==> src/rtl/jtopl_reg_sched.sv <==
// CPU register write scheduler: 4-entry in-order FIFO that releases each write
// when the slot counter reaches the owning slot (globals release at the next cen).
module jtopl_reg_sched (
  input  logic       clk,
  input  logic       rst,
  input  logic       cen,
  input  logic [1:0] group,
  input  logic [2:0] subslot,
  input  logic       wr,
  input  logic [7:0] addr,
  input  logic [7:0] din,
  output logic       ready,
  output logic       upd,
  output logic       upd_global,
  output logic [7:0] upd_addr,
  output logic [7:0] upd_din,
  output logic       ovf
);

  typedef struct packed {
    logic [7:0] addr;
    logic [7:0] din;
    logic [1:0] grp;
    logic [2:0] sub;
    logic       glb;
  } entry_t;

  entry_t     mem [4];
  entry_t     new_entry;
  entry_t     head;
  logic [1:0] rd_ptr, wr_ptr;
  logic [2:0] count;
  logic       full, dec_op, dec_ch, dec_gl, valid, hit, push, pop;

  // Operator offsets: bits [4:3] pick the group, bits [2:0] the subslot.
  // Channel registers target the modulator slot of channel c: {c/3, c%3}.
  always_comb begin
    dec_op = (addr[7:5] inside {3'd1, 3'd2, 3'd3, 3'd4, 3'd7})
             && (addr[2:0] <= 3'd5) && (addr[4:3] <= 2'd2);
    dec_ch = (addr[7:4] inside {4'hA, 4'hB, 4'hC}) && (addr[3:0] <= 4'd8);
    dec_gl = addr inside {8'h01, 8'h02, 8'h03, 8'h04, 8'h08, 8'hBD};
    valid  = dec_op || dec_ch || dec_gl;

    new_entry      = '0;
    new_entry.addr = addr;
    new_entry.din  = din;
    new_entry.glb  = dec_gl;
    if (dec_op) begin
      new_entry.grp = addr[4:3];
      new_entry.sub = addr[2:0];
    end else if (dec_ch) begin
      new_entry.grp = 2'(addr[3:0] / 4'd3);
      new_entry.sub = 3'(addr[3:0] % 4'd3);
    end
  end

  always_comb begin
    full  = count[2];
    ready = !full && !rst;
    head  = mem[rd_ptr];
    hit   = (count != 3'd0) && (head.glb || (head.grp == group && head.sub == subslot));
    pop   = cen && hit;
    push  = wr && ready && valid;
  end

  always_ff @(posedge clk or posedge rst) begin
    if (rst) begin
      for (int unsigned i = 0; i < 4; i++) mem[i] <= '0;
      rd_ptr     <= '0;
      wr_ptr     <= '0;
      count      <= '0;
      upd        <= 1'b0;
      upd_global <= 1'b0;
      upd_addr   <= '0;
      upd_din    <= '0;
      ovf        <= 1'b0;
    end else begin
      upd <= pop;
      if (pop) begin
        upd_global <= head.glb;
        upd_addr   <= head.addr;
        upd_din    <= head.din;
        rd_ptr     <= rd_ptr + 2'd1;
      end
      if (push) begin
        mem[wr_ptr] <= new_entry;
        wr_ptr      <= wr_ptr + 2'd1;
      end
      count <= count + 3'(push) - 3'(pop);
      if (wr && full && valid) ovf <= 1'b1;
    end
  end

endmodule

==> config.mk <==
export PLATFORM = sky130hd
export DESIGN_NAME = jtopl_reg_sched
export DESIGN_NICKNAME = d
export VERILOG_FILES = /design/src/rtl/jtopl_reg_sched.sv
export SDC_FILE = /design/constraint.sdc
export NUM_CORES = 1
export LEC_CHECK = 0
export ABC_AREA = 0
export CORE_ASPECT_RATIO = 0.8
export CORE_MARGIN = 5
export CORE_UTILIZATION = 33
export DETAILED_ROUTE_END_ITERATION = 10
export DONT_BUFFER_PORTS = 1
export PLACE_DENSITY = 0.43
export SYNTH_ARGS = -nofsm -noshare
export SYNTH_HDL_FRONTEND = slang
export SYNTH_SLANG_ARGS = --single-unit
==> constraint.sdc <==
create_clock -name clk -period 4.88 [get_ports clk]
set_input_delay 0.976 -clock clk [delete_from_list [all_inputs] [get_ports clk]]
set_output_delay 0.976 -clock clk [all_outputs]
set_load 0.02 [all_outputs]
# Word level (Yosys, flattened, before mapping)
# Cells that the tools add are included.
# totals
reg_bits	114
wordCells	87
# op_classes
n_addsub	4
div_mod_pow	2
magnitude_cmp	6
n_eq_ne	16
n_mux	8
n_bitwise	2
reduce_logical	21
# op_table
op	n
$bwmux 88	1
$mux 22	3
$bmux 22 s2	1
$demux 22 s2	1
$eq 8x2->1 const B	2
$eq 4x4->1 const B	3
$logic_and 1x1->1	12
$mux 5	2
$eq 8x1->1 const B	1
$eq 8x3->1 const B	1
$eq 8x4->1 const B	1
$eq 8x8->1 const B	1
$eq 3x2->1 const B	2
$eq 3x3->1 const B	2
$ge 3x3->1 const B	2
$not 2->3	2
$reduce_bool 3->1	2
$reduce_bool 6->1	1
$reduce_bool 5->1	1
$add 2x1->2 const B	2
$div 4x2->4 const B	1
$le 4x4->1 const B	1
$mod 4x2->4 const B	1
$add 3x1->3	1
9 further kinds	12

# Longest topological paths before layout
# Gate-level depths: netlist of run 1.
# logic_depth
word_depth	10
depth_mapped	14

# Worst setup path after synthesis of run 1
# No wires, ideal clock.
# synth_timing
kind	input port to flip-flop
from	in addr[5]
to	reg count[2]
arrival_time_ps	3321
required_time_ps	4757
setup_slack_ps	1435
stages	13
n_path_buf	1
cell_sequence	clkbuf_1 > nand2_1 > or4_1 > and3_1 > nand3_1 > nand3_1 > ha_1 > inv_1 > ha_1 > inv_1 > fa_1 > xnor2_1 > xnor2_1
# synth_between
elab_chain_len	9
elab_cells_between_ends	25
cone_classes	2 x add/sub; 14 x eq/ne; 9 x reduce/logical
# synth_lines
element	line_no	source
start, declared	10	input logic [7:0] addr,
$eq 3x1->1, or another cell as far along	38	dec_op = (addr[7:5] inside {3'd1, 3'd2, 3'd3, 3'd4, 3'd7})
$reduce_bool 5->1	38	
$logic_and 1x1->1 (2 in series)	39	&& (addr[2:0] <= 3'd5) && (addr[4:3] <= 2'd2);
$logic_or 1x1->1	42	valid = dec_op || dec_ch || dec_gl;
$logic_or 1x1->1 (*)	42	
$logic_and 1x1->1 (*)	63	push = wr && ready && valid;
$add 3x1->3 (*)	89	count <= count + 3'(push) - 3'(pop);
$sub 3x1->3 (*)	89	
end signal, assigned	89	
end, declared	32	logic [2:0] count;
# Every way passes the cells marked *; elsewhere a longest branch is shown, timed or not.
# A chain may end at the register's enable or synchronous reset.

# Worst setup path after layout of run 1
# layout_timing
from	reg rd_ptr[0]
to	reg count[2]
# layout_between
elab_chain_len	10
elab_cells_between_ends	11
cone_classes	1 x add/sub; 2 x eq/ne; 3 x mux; 1 x bitwise; 4 x reduce/logical
# layout_lines
element	line_no	source
start, declared	31	logic [1:0] rd_ptr, wr_ptr;
start signal, assigned	83	rd_ptr <= rd_ptr + 2'd1;
$not 2->3 (implied by the code) (*)	60	head = mem[rd_ptr];
$bmux 22 s2 (*)	60	
$mux 22 (implied by the code) (*) (2 in series)	60	
$eq 3x3->1 or $eq 2x2->1 (tied branches)	61	hit = (count != 3'd0) && (head.glb || (head.grp == group && head.sub == subslot));
$logic_and 1x1->1	61	
$logic_or 1x1->1 (*)	61	
$logic_and 1x1->1 (*)	61	
$logic_and 1x1->1 (*)	62	pop = cen && hit;
$sub 3x1->3 (*)	89	
# Every way passes the cells marked *; elsewhere a longest branch is shown, timed or not. The select of a mux whose other input is x is not followed.

==> run metrics, run 1 <==
wire length of the first global-routing pass ~19 mm; total die area 18670 µm²; highest-count cells in the layout ignoring fill and taps sky130_fd_sc_hd__dfrtp_1 (114), sky130_fd_sc_hd__mux2_2 (70), sky130_fd_sc_hd__o21ai_0 (34); number of antenna cells inserted 0; crit end category register; cell area after technology mapping 5288 µm²; Layout Skew 0.007442 ns; sequential-to-total area share from yosys stat 0.5395; Starting Density 0.3357; average instance area after synthesis ~14 µm²; cell count after synthesis 383; beginning of the worst register-to-register path rd_ptr[0]; min Tclk post-route 3.557 ns; global-route congestion overflow total 0; fill count 1489; status completed; Final ANT Viol Nets 0; Final Hold Fails 0; Post-synth EDFFs 0; flip-flop and latch count after synthesis 114; Mapped Nets 418; smallest setup slack after layout 1.323 ns; detail-routed net length per standard cell ~19 µm; CTS Root Buffer Type sky130_fd_sc_hd__clkbuf_16; post-DR vias/cell 4.954; RePlAce Congestion 0.7056; number of antenna violations at the first check in global routing 0; DP Worst Slack 1.269 ns; TritonCTS Sinks 114; share of the synthesized area in the top cell type 0.5395; startpoint type of the worst setup path register; number of buffers on the longest clock path 2; max capacitance violation total 0; fmax 281.2 MHz; period utilization 0.7288; Peak VDD IR about 290 µV; leading cell type in the layout, fill and taps excluded sky130_fd_sc_hd__dfrtp_1; Max H-tree Level 4; setup repair after global routing missed its margin false; total via count after detailed routing 3042; net count reported at finish 423; final routed wirelength across all metal layers 11.56 mm; library cell appearing most often on the critical path sky130_fd_sc_hd__xnor2_1; data arrival time at the worst-slack endpoint 3.89 ns; Lkg Pwr approximately 2.7 nW; sequential cell area around 2900 µm²; clock latency on the worst-skew pair a little over 0.4 ns; crit path cell chain buf_4 -> mux4_1 -> xnor2_1 -> nand3_2 -> a21oi_4 -> ha_1 -> inv_1 -> ha_1 -> inv_1 -> fa_1 -> xnor2_1 -> xnor2_1; Port Buf Inserts 0; detailed-placement wirelength estimate 7.595 mm; number of CTS-inserted buffers 17; maximum number of pins on one net before global-route repair 45; cell at the slowest stage of the critical path sky130_fd_sc_hd__dfrtp_1; I/O pin count 45; CP Class reg -> reg; Starting DRT DRC Count 109; Min-Delay Startpoint mem[5]; cells taking the most area after synthesis sky130_fd_sc_hd__dfrtp_1 (54%), sky130_fd_sc_hd__mux2_2 (15%), sky130_fd_sc_hd__mux4_2 (8.1%); fin. max-slew vios 0; fraction of final layout cells with drive strength greater than 1 0.3584; hold-fix buffer count after cts 0; Clk pin slew, worst setup/hold paths approximately 0.05 ns; pin slew with the least headroom to its limit slightly above 0.9 ns; final number of setup-violating endpoints 0; Hold Path Class reg -> reg; Async S/R FF share, synth 1.000; Top FF cell, synth sky130_fd_sc_hd__dfrtp_1; final routed DRC violation total 0; Core Region 15750 µm²; setup tns final 0 ns; CTS tree yes; cell accounting for the most synthesized area sky130_fd_sc_hd__dfrtp_1; tightest slew margin relative to the limit 0.3780; vertical extent of the die 123.2 µm; Post-CTS Resized 0; number of buffers and inverters on the critical path 3; Critical Path Source rd_ptr[0]; multi-input gate area in the final layout about 2300 µm²; Setup Buffers After CTS 0; number of distinct library cells after synthesis 44; highest cell delay on the worst timing path 0.75 ns; Die W 151.5 µm; vias in the first global route between 3000 and 4000; # rows ~40; critical path data required time 5.21 ns; area added between synthesis and finish 15.29%; Total GRT Usage 0.1388; Max FO, Critical Path 16; kind of cell adding the most delay to the critical path flip-flops; power per cell area 639.3 nW/µm²; count of synthesis-stage warnings from yosys 0; router iterations before antenna repair 4
==> logic make-up after synthesis <==
family          synth area share
compound gates           0.06744
xor+xnor                 0.01988
fa+ha+maj                0.02508
buf+inv                  0.03218
flops                     0.5395
mux                       0.2664
simple gates             0.04946
==> layout make-up <==
cell class,count,area share
Multi-Input combinational cell,234,0.3756
Clock inverter,6,0.01314
Clock buffer,24,0.07902
Tap cell,215,0.04413
Timing Repair Buffer,11,0.01355
Inverter,10,0.006568
Sequential cell,114,0.4680
==> metrics by stage <==
| step | hold WS, ns | instances | util | power [W] | instance area (µm²) |
|---|---|---|---|---|---|
| final | 0.4738 | 614 | 0.3871 | 0.003897 | 6096 |
| after global routing | 0.5027 | 614 | 0.3871 | 0.004147 | 6096 |
| after CTS | 0.4787 | 614 | 0.3871 | 0.003961 | 6096 |
| after detailed placement | 0.4672 | 584 | 0.3514 | 0.002745 | 5534 |
| after global placement | 0.4593 | 584 | 0.3514 | 0.002714 | 5534 |
| after floorplan | 0.4416 | 383 | - | 0.002494 | 5288 |
==> power by group <==
part           internal (W)  switching (W)  total [W]
Sequential          0.00135       0.000336    0.00168
Combinational      0.000633       0.000391    0.00102
Clock              0.000781       0.000410    0.00119
Total               0.00276        0.00114    0.00390
==> sequential cells by signal, indices dropped and copies added, names as in the netlist <==
register,cells
wr_ptr,2
upd_global,1
upd,1
ovf,1
count,3
upd_din,8
mem,88
upd_addr,8
rd_ptr,2
==> synth_stat cells (2+ instances only) <==
library cell,instances
sky130_fd_sc_hd__dfrtp_1,114
sky130_fd_sc_hd__mux2_2,70
sky130_fd_sc_hd__o21ai_0,34
sky130_fd_sc_hd__nand2_1,32
sky130_fd_sc_hd__mux4_2,19
sky130_fd_sc_hd__buf_2,12
sky130_fd_sc_hd__clkbuf_1,11
sky130_fd_sc_hd__inv_1,10
sky130_fd_sc_hd__ha_1,9
sky130_fd_sc_hd__mux2_4,8
sky130_fd_sc_hd__xnor2_1,7
sky130_fd_sc_hd__nand3_1,5
sky130_fd_sc_hd__o2111ai_1,5
sky130_fd_sc_hd__xor2_1,5
sky130_fd_sc_hd__a21oi_1,4
sky130_fd_sc_hd__o211ai_1,3
sky130_fd_sc_hd__a22oi_1,2
sky130_fd_sc_hd__mux2i_1,2
sky130_fd_sc_hd__mux4_1,2
sky130_fd_sc_hd__nand2b_1,2
sky130_fd_sc_hd__nand4bb_1,2
sky130_fd_sc_hd__nor2_1,2
sky130_fd_sc_hd__o31ai_1,2
==> worst register-to-register path, stage by stage, from the launching register on <==
cell and delay [ns]:
sky130_fd_sc_hd__dfrtp_1 0.75, sky130_fd_sc_hd__buf_4 0.44, sky130_fd_sc_hd__mux4_1 0.63, sky130_fd_sc_hd__xnor2_1 0.19, sky130_fd_sc_hd__nand3_2 0.14, sky130_fd_sc_hd__a21oi_4 0.17
sky130_fd_sc_hd__ha_1 0.23, sky130_fd_sc_hd__inv_1 0.05, sky130_fd_sc_hd__ha_1 0.13, sky130_fd_sc_hd__inv_1 0.04, sky130_fd_sc_hd__fa_1 0.37, sky130_fd_sc_hd__xnor2_1 0.19
sky130_fd_sc_hd__xnor2_1 0.14
==> per-layer routing <==
metal  routed length (µm)  track usage
met3                  508      0.04984
met2                 5253       0.2123
met4                  178      0.05051
met1                 5614       0.1827
met5                    0            0
==> path summary, 6_finish.rpt <==
| check | to | slack, ns | cells after the start |
|---|---|---|---|
| min reg2reg | mem[5] | 0.47 | 2 |
| max in group asynchronous | mem[49] | 3.39 | 2 |
| min | mem[5] | 0.47 | 2 |
| max reg2reg | count[2] | 1.32 | 12 |
| min in group asynchronous | mem[76] | 0.49 | 1 |
| max | count[2] | 1.32 | 12 |
(Power assumes the default switching activity.)
==> run 2: changes to the inputs <==
PLACE_DENSITY = 0.44   (was 0.43)
clock period = 2.87 ns   (was 4.88 ns; I/O delays follow)
==> run 2 against run 1 <==
Effect of this change: combinational power up 91%; critical path depth did not move; worst setup slack got worse by 1.3 ns.
==> run metrics, run 2 (synthesized netlist as in run 1, its figures left out) <==
highest cell delay on the worst timing path 0.53 ns; filler-free cell count of the finished design 637; CTS Root Buffer Type sky130_fd_sc_hd__clkbuf_16; cell at the slowest stage of the critical path sky130_fd_sc_hd__mux4_2; tightest slew margin relative to the limit 0.6518; power per cell area 1094 nW/µm²; Top Registers mem (88), upd_addr (8), upd_din (8); count of cells along the worst register-to-register path 12; detail-routed net length per standard cell 18.52 µm; placed insts approximately 600; Lkg Pwr approximately 2.8 nW; number of buffers and inverters on the critical path 2; kind of cell adding the most delay to the critical path adder cells; global-route congestion overflow total 0; Max H-tree Level 4; CTS tree yes; pin slew with the least headroom to its limit 0.5211 ns; Starting DRT DRC Count 91; number of antenna cells inserted 0; TritonCTS Sinks around 110; Final Hold Fails 0; crit path cell chain mux4_2 -> xor2_1 -> nor3_2 -> nand3_2 -> a21oi_4 -> ha_4 -> inv_2 -> ha_4 -> inv_2 -> fa_2 -> xnor2_2 -> xnor2_1; largest reg by FF count mem; detailed-placement wirelength estimate 8.022 mm; CP Class reg -> reg; min Tclk post-route roughly 2.8 ns; fraction of final layout cells with drive strength greater than 1 0.4218; final routed wirelength across all metal layers between 10 and 15 mm; max capacitance violation total 0; startpoint type of the worst setup path register; Core Region 15750 µm²; Peak VDD IR 407.2 µV; clock latency on the worst-skew pair 0.42 ns; maximum number of pins on one net before global-route repair slightly below 60; total via count after detailed routing 3117; r2r endpoint count[2]; vertical extent of the die approximately 120 µm; period utilization 0.9857; highest-count cells in the layout ignoring fill and taps sky130_fd_sc_hd__dfrtp_1 (113), sky130_fd_sc_hd__mux2_2 (70), sky130_fd_sc_hd__o21ai_0 (34); Hold Path Class in -> async; status completed; Clk pin slew, worst setup/hold paths 0.06 ns; critical path data required time 3.18 ns; RePlAce Congestion just over 0.7; beginning of the worst register-to-register path rd_ptr[0]; post-DR vias/cell ~4.9; post-route worst hold slack approximately 0.064 ns; Stages on worst setup path 12; fin. max-slew vios 0; Max FO, Critical Path 6; setup repair after global routing missed its margin true; Final ANT Viol Nets 0; final routed DRC violation total 0; leading cell type in the layout, fill and taps excluded sky130_fd_sc_hd__dfrtp_1; vias in the first global route 3370; number of antenna violations at the first check in global routing 0; crit end category register; router iterations before antenna repair 5; Starting Density 0.3357; Total GRT Usage 0.1410; number of buffers on the longest clock path 2; Port Buf Inserts 0; area added between synthesis and finish 20.71%; Largest register FFs 88; wire length of the first global-routing pass a little under 20 mm; DP Worst Slack -0.07122 ns; final number of setup-violating endpoints 0; Layout Skew 0.008473 ns; smallest setup slack after layout just over 0.04 ns; Die W ~150 µm; setup slack on the worst flop-to-flop path 0.04 ns; data arrival time at the worst-slack endpoint 3.14 ns; number of CTS-inserted buffers 17; fmax approximately 350 MHz; total die area 18670 µm²; I/O pin count 45; # rows slightly above 40; net count reported at finish 444
## run 2: metal layers
layer	wire length, µm	GRT usage	up-vias	share of wire
li1	-	-	1450	-
met1	5666	0.1907	1612	0.48
met4	122	0.04938	0	0.010
met5	0	0	-	0
met3	529	0.05277	11	0.045
met2	5478	0.2090	44	0.46
## run 2: layout make-up
class | count | area [µm²]
tap | 215 | 269.0
multi-input combinational | 234 | 2326
clock buffer | 19 | 442.9
sequential | 114 | 2854
fill | 1475 | 9366
clock inverter | 13 | 183.9
inverter | 10 | 41.29
timing repair buffer | 32 | 265.3
## run 2: how the worst max path moves through the flow
stage	from	to	slack [ns]
4_1_cts	rd_ptr[0]	count[2]	0.01
6_report	rd_ptr[0]	count[2]	0.04
3_5_place_dp	rd_ptr[0]	count[2]	-0.07
2_1_floorplan	rd_ptr[0]	count[2]	-0.09
5_1_grt	rd_ptr[0]	count[2]	-0.05
3_3_place_gp	rd_ptr[0]	count[2]	0.0005
## run 2: where the power goes
group          switching (W)  internal [W]
Clock               0.000759       0.00147
Sequential          0.000516       0.00229
Combinational       0.000756       0.00119
Total                0.00203       0.00495
## run 2: stage by stage
step / instance area, µm² / utilization / power (W) / TNS [ns]
final: 6382 / 0.4053 / 0.006984 / 0
after global routing: 6382 / 0.4053 / 0.007415 / -0.05328
after CTS: 6360 / 0.4038 / 0.007058 / 0
after detailed placement: 5732 / 0.3639 / 0.004787 / -0.07122
after global placement: 5732 / 0.3639 / 0.004726 / 0
after floorplan: 5324 / - / 0.004270 / -0.1099
## run 2: what timing repair did
action                     in CTS  in global routing
gates resized for setup         1                  1
gates cloned                    0                  0
pin swaps                       0                  2
hold buffers                    0                  0
buffers inserted                0                  2
setup endpoints to repair       2                  2
